**src/rtl/riscv_loader_pkg.sv**
```systemverilog
// Shared types and defaults for the boot-time memory loader.
package riscv_loader_pkg;

  localparam int DEF_DATA_W     = 32;
  localparam int DEF_DM_ADDRESS = 9;
  localparam int DEF_RESET_HOLD = 4;

  localparam logic TGT_INST = 1'b0;
  localparam logic TGT_DATA = 1'b1;

  typedef enum logic [2:0] {
    ST_IDLE   = 3'd0,
    ST_GET_LO = 3'd1,
    ST_GET_HI = 3'd2,
    ST_WRITE  = 3'd3,
    ST_HOLD   = 3'd4,
    ST_DONE   = 3'd5,
    ST_ERR    = 3'd6
  } loader_state_t;

  // A session may only be (re)started from a resting state.
  function automatic logic can_start(input loader_state_t s);
    return (s == ST_IDLE) || (s == ST_DONE) || (s == ST_ERR);
  endfunction

endpackage

```
**src/rtl/riscv_mem_loader_addr_ctr.sv**
```systemverilog
// Per-target pair address counter: saturates at all-ones and flags overflow
// once a write has consumed the last address.
module loader_addr_ctr #(
  parameter int AW = 9
) (
  input  logic          clk,
  input  logic          reset,
  input  logic          clr,
  input  logic          inc,
  output logic [AW-1:0] count,
  output logic          ovf
);

  // Counter advances after each write; the top address write sets ovf instead of wrapping.
  always_ff @(posedge clk or negedge reset) begin
    if (!reset) begin
      count <= {AW{1'b0}};
      ovf   <= 1'b0;
    end else if (clr) begin
      count <= {AW{1'b0}};
      ovf   <= 1'b0;
    end else if (inc) begin
      if (count == {AW{1'b1}}) begin
        ovf <= 1'b1;
      end else begin
        count <= count + AW'(1);
      end
    end else begin
      count <= count;
      ovf   <= ovf;
    end
  end

endmodule

```
**src/rtl/riscv_mem_loader.sv**
```systemverilog
// Boot loader: packs a 32-bit word stream into pairs, writes them through the
// core's ExMem port and holds the core in reset until loading has finished.
module riscv_mem_loader
  import riscv_loader_pkg::*;
#(
  parameter int DATA_W     = DEF_DATA_W,
  parameter int DM_ADDRESS = DEF_DM_ADDRESS,
  parameter int RESET_HOLD = DEF_RESET_HOLD
) (
  input  logic                  clk,
  input  logic                  reset,
  input  logic                  start,
  input  logic                  ld_valid,
  output logic                  ld_ready,
  input  logic                  ld_target,
  input  logic [DATA_W-1:0]     ld_data,
  input  logic                  ld_last,
  output logic                  enable_load_ex_mem,
  output logic [DM_ADDRESS-1:0] InstExMemAddress,
  output logic [DATA_W-1:0]     InstExMemData1,
  output logic [DATA_W-1:0]     InstExMemData2,
  output logic [DM_ADDRESS-1:0] DataExMemAddress,
  output logic [DATA_W-1:0]     DataExMemData1,
  output logic [DATA_W-1:0]     DataExMemData2,
  output logic                  core_reset,
  output logic                  busy,
  output logic                  done,
  output logic                  err
);

  localparam int HOLD_W = (RESET_HOLD > 1) ? $clog2(RESET_HOLD) : 1;

  loader_state_t         state_r;
  logic                  pair_tgt_r;
  logic                  pair_last_r;
  logic [DATA_W-1:0]     lo_r;
  logic [HOLD_W-1:0]     hold_cnt_r;

  logic                  accept_s;
  logic                  start_ok_s;
  logic                  inst_inc_s;
  logic                  data_inc_s;
  logic [DM_ADDRESS-1:0] inst_cnt_s;
  logic [DM_ADDRESS-1:0] data_cnt_s;
  logic                  inst_ovf_s;
  logic                  data_ovf_s;
  logic                  lo_ovf_s;
  logic                  pair_ovf_s;

  logic                  wr_go_s;
  logic                  err_go_s;
  logic                  wr_tgt_s;
  logic                  wr_last_s;
  logic [DATA_W-1:0]     wr_d1_s;
  logic [DATA_W-1:0]     wr_d2_s;

  assign ld_ready   = (state_r == ST_GET_LO) || (state_r == ST_GET_HI);
  assign accept_s   = ld_valid & ld_ready;
  assign start_ok_s = start & can_start(state_r);
  assign inst_inc_s = (state_r == ST_WRITE) && (pair_tgt_r == TGT_INST);
  assign data_inc_s = (state_r == ST_WRITE) && (pair_tgt_r == TGT_DATA);
  assign lo_ovf_s   = (ld_target == TGT_DATA) ? data_ovf_s : inst_ovf_s;
  assign pair_ovf_s = (pair_tgt_r == TGT_DATA) ? data_ovf_s : inst_ovf_s;

  loader_addr_ctr #(.AW(DM_ADDRESS)) u_inst_ctr (
    .clk   (clk),
    .reset (reset),
    .clr   (start_ok_s),
    .inc   (inst_inc_s),
    .count (inst_cnt_s),
    .ovf   (inst_ovf_s)
  );

  loader_addr_ctr #(.AW(DM_ADDRESS)) u_data_ctr (
    .clk   (clk),
    .reset (reset),
    .clr   (start_ok_s),
    .inc   (data_inc_s),
    .count (data_cnt_s),
    .ovf   (data_ovf_s)
  );

  // Decide whether the word accepted this cycle completes a pair, and whether it writes or faults.
  always_comb begin
    wr_go_s   = 1'b0;
    err_go_s  = 1'b0;
    wr_tgt_s  = pair_tgt_r;
    wr_last_s = ld_last;
    wr_d1_s   = lo_r;
    wr_d2_s   = ld_data;
    case (state_r)
      ST_GET_LO: begin
        if (accept_s && ld_last) begin
          wr_tgt_s = ld_target;
          wr_d1_s  = ld_data;
          wr_d2_s  = {DATA_W{1'b0}};
          if (lo_ovf_s) begin
            err_go_s = 1'b1;
          end else begin
            wr_go_s = 1'b1;
          end
        end else begin
          wr_go_s = 1'b0;
        end
      end
      ST_GET_HI: begin
        if (accept_s) begin
          if ((ld_target != pair_tgt_r) || pair_ovf_s) begin
            err_go_s = 1'b1;
          end else begin
            wr_go_s = 1'b1;
          end
        end else begin
          wr_go_s = 1'b0;
        end
      end
      default: begin
        wr_go_s = 1'b0;
      end
    endcase
  end

  // Session FSM with registered strobe, buses and status flags.
  always_ff @(posedge clk or negedge reset) begin
    if (!reset) begin
      state_r            <= ST_IDLE;
      pair_tgt_r         <= TGT_INST;
      pair_last_r        <= 1'b0;
      lo_r               <= {DATA_W{1'b0}};
      hold_cnt_r         <= {HOLD_W{1'b0}};
      enable_load_ex_mem <= 1'b0;
      InstExMemAddress   <= {DM_ADDRESS{1'b0}};
      InstExMemData1     <= {DATA_W{1'b0}};
      InstExMemData2     <= {DATA_W{1'b0}};
      DataExMemAddress   <= {DM_ADDRESS{1'b0}};
      DataExMemData1     <= {DATA_W{1'b0}};
      DataExMemData2     <= {DATA_W{1'b0}};
      core_reset         <= 1'b1;
      busy               <= 1'b0;
      done               <= 1'b0;
      err                <= 1'b0;
    end else begin
      enable_load_ex_mem <= 1'b0;
      if (wr_go_s) begin
        enable_load_ex_mem <= 1'b1;
        pair_last_r        <= wr_last_s;
        if (wr_tgt_s == TGT_INST) begin
          InstExMemAddress <= inst_cnt_s;
          InstExMemData1   <= wr_d1_s;
          InstExMemData2   <= wr_d2_s;
        end else begin
          DataExMemAddress <= data_cnt_s;
          DataExMemData1   <= wr_d1_s;
          DataExMemData2   <= wr_d2_s;
        end
      end
      case (state_r)
        ST_IDLE, ST_DONE, ST_ERR: begin
          if (start) begin
            err        <= 1'b0;
            done       <= 1'b0;
            core_reset <= 1'b1;
            busy       <= 1'b1;
            state_r    <= ST_GET_LO;
          end
        end
        ST_GET_LO: begin
          if (accept_s) begin
            lo_r       <= ld_data;
            pair_tgt_r <= ld_target;
            if (err_go_s) begin
              err     <= 1'b1;
              busy    <= 1'b0;
              state_r <= ST_ERR;
            end else if (wr_go_s) begin
              state_r <= ST_WRITE;
            end else begin
              state_r <= ST_GET_HI;
            end
          end
        end
        ST_GET_HI: begin
          if (err_go_s) begin
            err     <= 1'b1;
            busy    <= 1'b0;
            state_r <= ST_ERR;
          end else if (wr_go_s) begin
            state_r <= ST_WRITE;
          end
        end
        ST_WRITE: begin
          if (pair_last_r) begin
            hold_cnt_r <= {HOLD_W{1'b0}};
            state_r    <= ST_HOLD;
          end else begin
            state_r <= ST_GET_LO;
          end
        end
        ST_HOLD: begin
          if (hold_cnt_r == HOLD_W'(RESET_HOLD - 1)) begin
            core_reset <= 1'b0;
            done       <= 1'b1;
            busy       <= 1'b0;
            state_r    <= ST_DONE;
          end else begin
            hold_cnt_r <= hold_cnt_r + HOLD_W'(1);
          end
        end
        default: begin
          core_reset <= 1'b1;
          err        <= 1'b1;
          busy       <= 1'b0;
          state_r    <= ST_ERR;
        end
      endcase
    end
  end

endmodule

```
**config.mk**
```make
export PLATFORM = sky130hd
export DESIGN_NAME = riscv_mem_loader
export DESIGN_NICKNAME = d
export VERILOG_FILES = /design/src/rtl/riscv_loader_pkg.sv /design/src/rtl/riscv_mem_loader_addr_ctr.sv /design/src/rtl/riscv_mem_loader.sv
export SDC_FILE = /design/constraint.sdc
export NUM_CORES = 1
export LEC_CHECK = 0
export CAP_MARGIN = 10
export CORE_UTILIZATION = 55
export DETAILED_ROUTE_END_ITERATION = 10
export GPL_TIMING_DRIVEN = 0
export HOLD_SLACK_MARGIN = 0.06
export PLACE_DENSITY = 0.85
export SLEW_MARGIN = 20
export SYNTH_ARGS = -nofsm -noshare
export SYNTH_HDL_FRONTEND = slang
export SYNTH_HIERARCHICAL = 1
export SYNTH_SLANG_ARGS = --single-unit
```
**constraint.sdc**
```tcl
create_clock -name clk -period 2.9 [get_ports clk]
set_clock_uncertainty 0.15 [all_clocks]
set_input_delay 0.435 -clock clk [delete_from_list [all_inputs] [get_ports clk]]
set_output_delay 0.435 -clock clk [all_outputs]
set_load 0.05 [all_outputs]
```
==> key figures, run 1 <==
STA
  – Final Cycle Share: 0.850
  – Endpoints failing setup: 0
  – RSZ-0062 raised after global routing: no
  – Pins Over Slew Limit: 0
  – Hold violation count in the final report: 0
  – Period minus WS final: 2.46 ns
  – Max Clk Rate: 0.406 GHz
  – Tightest Pin Transition: 1.04 ns
  – Max transition margin: 0.301

Worst setup path
  – Worst setup SP type: flop
  – Critical Path RT: 2.32 ns
  – Crit. End Element: primary output
  – CP Data Arrival Time: 1.88 ns
  – Max FO, Critical Path: 9
  – WS Path Type: reg -> out

Synthesis
  – Yosys warnings: 6
  – EDFF count, synth: 0
  – Seq/Total Area, Yosys: 0.578
  – Syn Std Cell Area: 9090 um2
  – Post-synthesis cell type count: 52
  – Top_reg_cell synth: dfrtp_1
  – Syn Area/Cell: 14.2 um2
  – Async set or reset register ratio after synthesis: 1.00
  – Post-synthesis cell count: 641
  – Mapped Nets: 684
  – Yosys reg bits: 210

Final layout
  – Reg area: 5260 um2
  – Commonest non-fill, non-tap cell in the layout: dfrtp_1
  – Commonest cells after routing, fill and taps aside: dfrtp_1, mux2_2, clkdlybuf4s50_1, nor2_1, and2_1
  – # nets final: 900
  – Multi-input gate area: 3590 um2
  – Share of layout cells above drive strength 1: 0.320
  – Post-Layout Inst Area: 12000 um2
  – Area Growth Syn to Fin: 32.4%
  – Fill cell count: 1056
  – Diodes inserted: 0

GRT
  – Number of global-route vias before repair: 6263
  – First-pass GRT wire length: 33700 um
  – Global route overflow: 0
  – Initial antenna violation count: 0
  – Largest net degree at the start of global routing: 106
  – GRT Total Usage: 0.256

Power and ir drop
  – Power, Total: 16.2 mW
  – P_sw: 7.06 mW
  – Switch share: 0.437
  – Power density cells: 1340 nW/um2
  – VDD IR-drop max: 0.00107 V
  – Clock Power Share: 0.171
  – Int Pwr: 9.12 mW
  – Combinational share of power: 0.523
  – Sequential Power Share: 0.305
  – P_leak: 5.28 nW

Clocking
  – Clk_lat worst skew: 0.49 ns
  – CTS Root Cell: clkbuf_16
  – TritonCTS clock tree: built
  – Post-CTS setup repair buffer count: 0
  – CTS Buf Count: 22
  – Clock Path Buffers: 3
  – Clock Sinks: 210
  – Clk slew on worst S/H paths: 0.06 ns
  – CTS H-tree lvls: 1

Placed design
  – DP HPWL: 15300 um
  – RePlAce Congestion: 0.832
  – IO Port Bufs: 189
  – Placed cell areas: 11300 um2

Floorplanning
  – Ports: 190
  – Placeable core region: 16000 um2
  – Die width: 131 um
  – Row Count: 46
  – Full die area: 17000 um2
  – Die span in y: 131 um
  – Starting Density: 0.568

Route
  – DRT iter0 DRCs: 289
  – Wl on met1: 8900 um
  – WL met2: 11400 um
  – DR vias: 5923
  – DRC viols: 0
  – Drt total wl: 21600 um
  – First drt pass iteration count: 4
  – Routed length per instance: 19.9 um
  – Remaining antenna violation count: 0
  – DR top layer: met4
  – Routed wl met3: 1060 um
  – Mean number of vias per cell: 5.46

Min path
  – Hold crit path type: in -> async

Status
  – Outcome: completed

Run
  – Max-Cap Viols: 0
-- repair_timing --
action	in CTS	in global routing
resized for setup	0	1
setup endpoints to repair	0	1
hold buffers	1	0
hold endpoints to repair	210	0
-- area by class of cell --
class                   count  share of cell area
inverters                   5             0.00156
plain buffers              35              0.0187
clock buffers              30              0.0525
flip-flops and latches    210               0.437
clock inverters             5             0.00624
well taps                 216              0.0225
multi-input cells         391               0.298
repair buffers            192               0.163
-- sequential cells by signal, summed over array words and instances (netlist names), 32 cells and up --
signal          count
DataExMemData1     32
DataExMemData2     32
InstExMemData1     32
InstExMemData2     32
lo_r               32
-- layer usage --
layer,GRT usage,vias up
met3,0.0452,23
met4,0.0527,0
met1,0.324,3051
met2,0.461,148
met5,0,-
li1,-,2701
-- critical path: stages (launching register included) --
cell,delay [ns]
dfrtp_1,0.36
buf_2,0.16
xnor2_1,0.21
nor2_1,0.20
dlymetal6s2s_1,0.46
-- power groups by stage --
| stage | Clock [mW] | Sequential (mW) | Combinational, mW |
|---|---|---|---|
| after global placement | 0 | 4.87 | 8.29 |
| final | 2.77 | 4.94 | 8.47 |
| after detailed placement | 0 | 4.96 | 8.48 |
| after floorplan | 0 | 8.17 | 2.37 |
| after global routing | 2.94 | 5.08 | 8.84 |
| after CTS | 2.82 | 4.94 | 8.52 |
-- path summary, 6_finish.rpt --
path	from	to	slack, ns	depth (start not counted)
setup / recovery	state_r[1]$_DFFE_PN0P_	ld_ready	0.44	4
hold / removal	reset	done$_DFFE_PN0P_	0.16	2
setup reg to reg	state_r[2]$_DFFE_PN0P_	u_data_ctr/count[1]$_DFFE_PN0P_	0.48	6
hold reg to reg	InstExMemData2[5]$_DFFE_PN0P_	InstExMemData2[5]$_DFFE_PN0P_	0.34	1
max in group asynchronous	reset	DataExMemData2[18]$_DFFE_PN0P_	1.73	3
min in group clk	InstExMemData2[5]$_DFFE_PN0P_	InstExMemData2[5]$_DFFE_PN0P_	0.34	1
-- synth_stat cells, types with 3 or more instances --
| library cell | count | share of area |
|---|---|---|
| mux2_2 | 198 | 0.25 |
| buf_2 | 15 | 0.0083 |
| ha_1 | 5 | 0.0069 |
| nand2_1 | 12 | 0.0050 |
| o311ai_0 | 3 | 0.0029 |
| and2_1 | 33 | 0.023 |
| inv_1 | 5 | 0.0021 |
| nand3_1 | 4 | 0.0022 |
| o21ai_0 | 8 | 0.0044 |
| mux2_1 | 11 | 0.014 |
| nand4_1 | 4 | 0.0028 |
| mux2i_1 | 7 | 0.0077 |
| clkbuf_1 | 10 | 0.0041 |
| xnor2_1 | 3 | 0.0029 |
| nor2_1 | 33 | 0.014 |
| dfrtp_1 | 209 | 0.58 |
| nor2b_1 | 3 | 0.0021 |
| xor2_1 | 12 | 0.012 |
| a211oi_1 | 3 | 0.0025 |
| a21oi_1 | 6 | 0.0033 |
| buf_6 | 10 | 0.012 |
| nand2b_1 | 3 | 0.0021 |
-- through the flow --
stage | instances | worst slack (ns) | setup TNS [ns] | hold WS (ns) | util
after floorplan | 641 | 0.899 | 0 | -0.0106 | -
after detailed placement | 1048 | 0.0999 | 0 | 0.0756 | 0.707
after global routing | 1084 | 0.325 | 0 | 0.151 | 0.752
after global placement | 1046 | -6.96 | -1456.63 | 0.326 | 0.703
final | 1084 | 0.436 | 0 | 0.164 | 0.752
after CTS | 1084 | 0.0251 | 0 | 0.148 | 0.752
-- cells by family after synthesis --
kind of cell               after synthesis  synth area share
DFF                                    210             0.578
muxes                                  218             0.270
AOI/OAI and AO/OA                       39            0.0314
buffers and inverters                   40            0.0268
adders and majority gates                5           0.00688
xor gates and xnor gates                15            0.0145
and+or+nand+nor                        114            0.0721
Power figures use the tool's default switching activity.
==> inputs of run 2 (changes only) <==
--- a/config.mk
+++ b/config.mk
@@ -6,11 +6,11 @@
 export NUM_CORES = 1
 export LEC_CHECK = 0
 export CAP_MARGIN = 10
-export CORE_UTILIZATION = 55
+export CORE_UTILIZATION = 46
 export DETAILED_ROUTE_END_ITERATION = 10
 export GPL_TIMING_DRIVEN = 0
 export HOLD_SLACK_MARGIN = 0.06
-export PLACE_DENSITY = 0.85
+export PLACE_DENSITY = 0.76
 export SLEW_MARGIN = 20
 export SYNTH_ARGS = -nofsm -noshare
 export SYNTH_HDL_FRONTEND = slang
==> constraint.sdc (replaced) <==
create_clock -name clk -period 2.19 [get_ports clk]
set_clock_uncertainty 0.15 [all_clocks]
set_input_delay 0.3285 -clock clk [delete_from_list [all_inputs] [get_ports clk]]
set_output_delay 0.3285 -clock clk [all_outputs]
set_load 0.05 [all_outputs]
==> key figures, run 2 (synthesis gave the netlist of run 1 again) <==
Route
  – Routed wl met3: 1090 um (+3.4%)
  – Routed length per instance: 18.1 um (-9.2%)
  – Wl on met1: 8990 um (+1.0%)
  – DRC viols: 0 (unchanged)
  – DRT iter0 DRCs: 219 (-24%)
  – First drt pass iteration count: 6 (+2)
  – DR vias: 5864 (-1.0%)
  – DR top layer: met4
  – WL met2: 10200 um (-11%)
  – Drt total wl: 20700 um (-4.0%)
  – Remaining antenna violation count: 0 (unchanged)
  – Mean number of vias per cell: 5.12 (-6.4%)

Worst setup path
  – Critical Path RT: 1.71 ns (-0.61 ns)
  – Cell Chain, Critical Path: clkdlybuf4s50_1
  – WS Path Type: reg -> out
  – CP Data Arrival Time: 1.67 ns (-0.21 ns)
  – CP peak stage delay: 0.83 ns (+0.37 ns)
  – Crit. End Element: primary output
  – Max FO, Critical Path: 2 (-7)
  – Worst setup SP type: flop
  – CP max stage cell: clkdlybuf4s50_1
  – Worst path bufs/invs: 1 (-1)
  – Worst path top cell family by delay: buffers and inverters

STA
  – Period minus WS final: 2.15 ns
  – Hold violation count in the final report: 0 (unchanged)
  – Endpoints failing setup: 0 (unchanged)
  – Max transition margin: 0.450 (+0.149)
  – TNS Setup: 0 ns (unchanged)
  – WHS: 0.0983 ns (-0.0657 ns)
  – Final Cycle Share: 0.982
  – Tightest Pin Transition: 0.811 ns (-0.224 ns)
  – Max Clk Rate: 0.465 GHz
  – Pins Over Slew Limit: 0 (unchanged)

Floorplanning
  – Row Count: 51 (+11%)
  – Die span in y: 143 um (+9.2%)
  – Ports: 190 (unchanged)
  – Starting Density: 0.469 (-0.0995)
  – Placeable core region: 19400 um2 (+21%)
  – Die width: 143 um (+9.2%)
  – Full die area: 20300 um2 (+19%)

GRT
  – First-pass GRT wire length: 32700 um (-3.1%)
  – Largest net degree at the start of global routing: 100 (-5.7%)
  – Global route overflow: 0 (unchanged)
  – Initial antenna violation count: 0 (unchanged)
  – GRT Total Usage: 0.205 (-0.0506)
  – Number of global-route vias before repair: 5964 (-4.8%)

Run
  – Max-Cap Viols: 0 (unchanged)

Final layout
  – Commonest non-fill, non-tap cell in the layout: dfrtp_1
  – # nets final: 906 (+0.67%)
  – Fill cell count: 1476 (+40%)
  – Share of layout cells above drive strength 1: 0.345 (+0.0248)
  – Diodes inserted: 0 (unchanged)
  – Fin cells: 1146 (+5.7%)
  – Area Growth Syn to Fin: 37.6%
  – Commonest cells after routing, fill and taps aside: dfrtp_1, mux2_2, clkdlybuf4s50_1, dlymetal6s2s_1

Placed design
  – Placed instance count: 1097 (+4.7%)
  – IO Port Bufs: 189 (unchanged)
  – DP HPWL: 14000 um (-8.2%)
  – RePlAce Congestion: 0.865 (+3.9%)

Power and ir drop
  – Power, Total: 21.6 mW (+34%)
  – Power density cells: 1730 nW/um2 (+29%)
  – VDD IR-drop max: 0.00120 V (+12%)
  – P_leak: 6.08 nW (+15%)

Clocking
  – CTS Root Cell: clkbuf_16
  – CTS H-tree lvls: 1 (unchanged)
  – CTS Buf Count: 24 (+9.1%)
  – Clock Sinks: 210 (unchanged)
  – Clock Path Buffers: 3 (unchanged)
  – Clk slew on worst S/H paths: 0.06 ns (about the same)
  – TritonCTS clock tree: built
  – Clk_lat worst skew: 0.50 ns (about the same)

Status
  – Outcome: completed

Min path
  – Hold crit path type: in -> async
==> run 2: report_power, final <==
group	switching, mW	total, mW	internal (mW)
combinational	6.91	11.2	4.26
sequential	0.859	6.42	5.56
clock	1.55	4.04	2.49
==> run 2: repair_timing <==
action | CTS | global route
pin swaps | 1 | 1
gates resized for setup | 47 | 76
endpoints found under the setup margin | 161 | 182
hold buffers | 1 | 0
endpoints found under the hold margin | 209 | 0
gates cloned | 0 | 1
setup buffers | 2 | 1
==> run 2: final timing paths <==
kind                                                  from                              end  slack [ns]  cells after the start
max                         DataExMemData1[19]$_DFFE_PN0P_               DataExMemData1[19]        0.04                      1
min                                                  reset   DataExMemData2[15]$_DFFE_PN0P_         0.1                      2
max reg2reg                         state_r[1]$_DFFE_PN0P_    InstExMemData2[5]$_DFFE_PN0P_        0.04                      7
min reg2reg                DataExMemAddress[3]$_DFFE_PN0P_  DataExMemAddress[3]$_DFFE_PN0P_        0.33                      1
max in group asynchronous                            reset           state_r[0]$_DFFE_PN0P_        1.04                      3
min in group clk           DataExMemAddress[3]$_DFFE_PN0P_  DataExMemAddress[3]$_DFFE_PN0P_        0.33                      1
==> run 2: per-stage QoR <==
step,utilization,cell area (um2),worst slack (ns)
final,0.645,12500,0.0400
after global routing,0.645,12500,-0.00520
after CTS,0.633,12300,-0.0853
after detailed placement,0.586,11400,-0.525
after global placement,0.583,11300,-8.33
after floorplan,-,9090,0.189
==> run 2: layer usage <==
metal / vias to the layer above / global-route usage
li1: 2725 / -
met2: 156 / 0.340
met4: 0 / 0.0606
met1: 2953 / 0.275
met3: 30 / 0.0377
met5: - / 0
==> run 2: final cells by class <==
type,count,area [um2],share of cell area
Tap cell,265,332,0.0265
Inverter,5,18.8,0.00150
Multi-Input combinational cell,391,3630,0.290
Timing Repair Buffer,196,2130,0.170
Clock inverter,8,101,0.00810
Clock buffer,36,716,0.0572
Sequential cell,210,5260,0.420
Buffer,35,322,0.0257
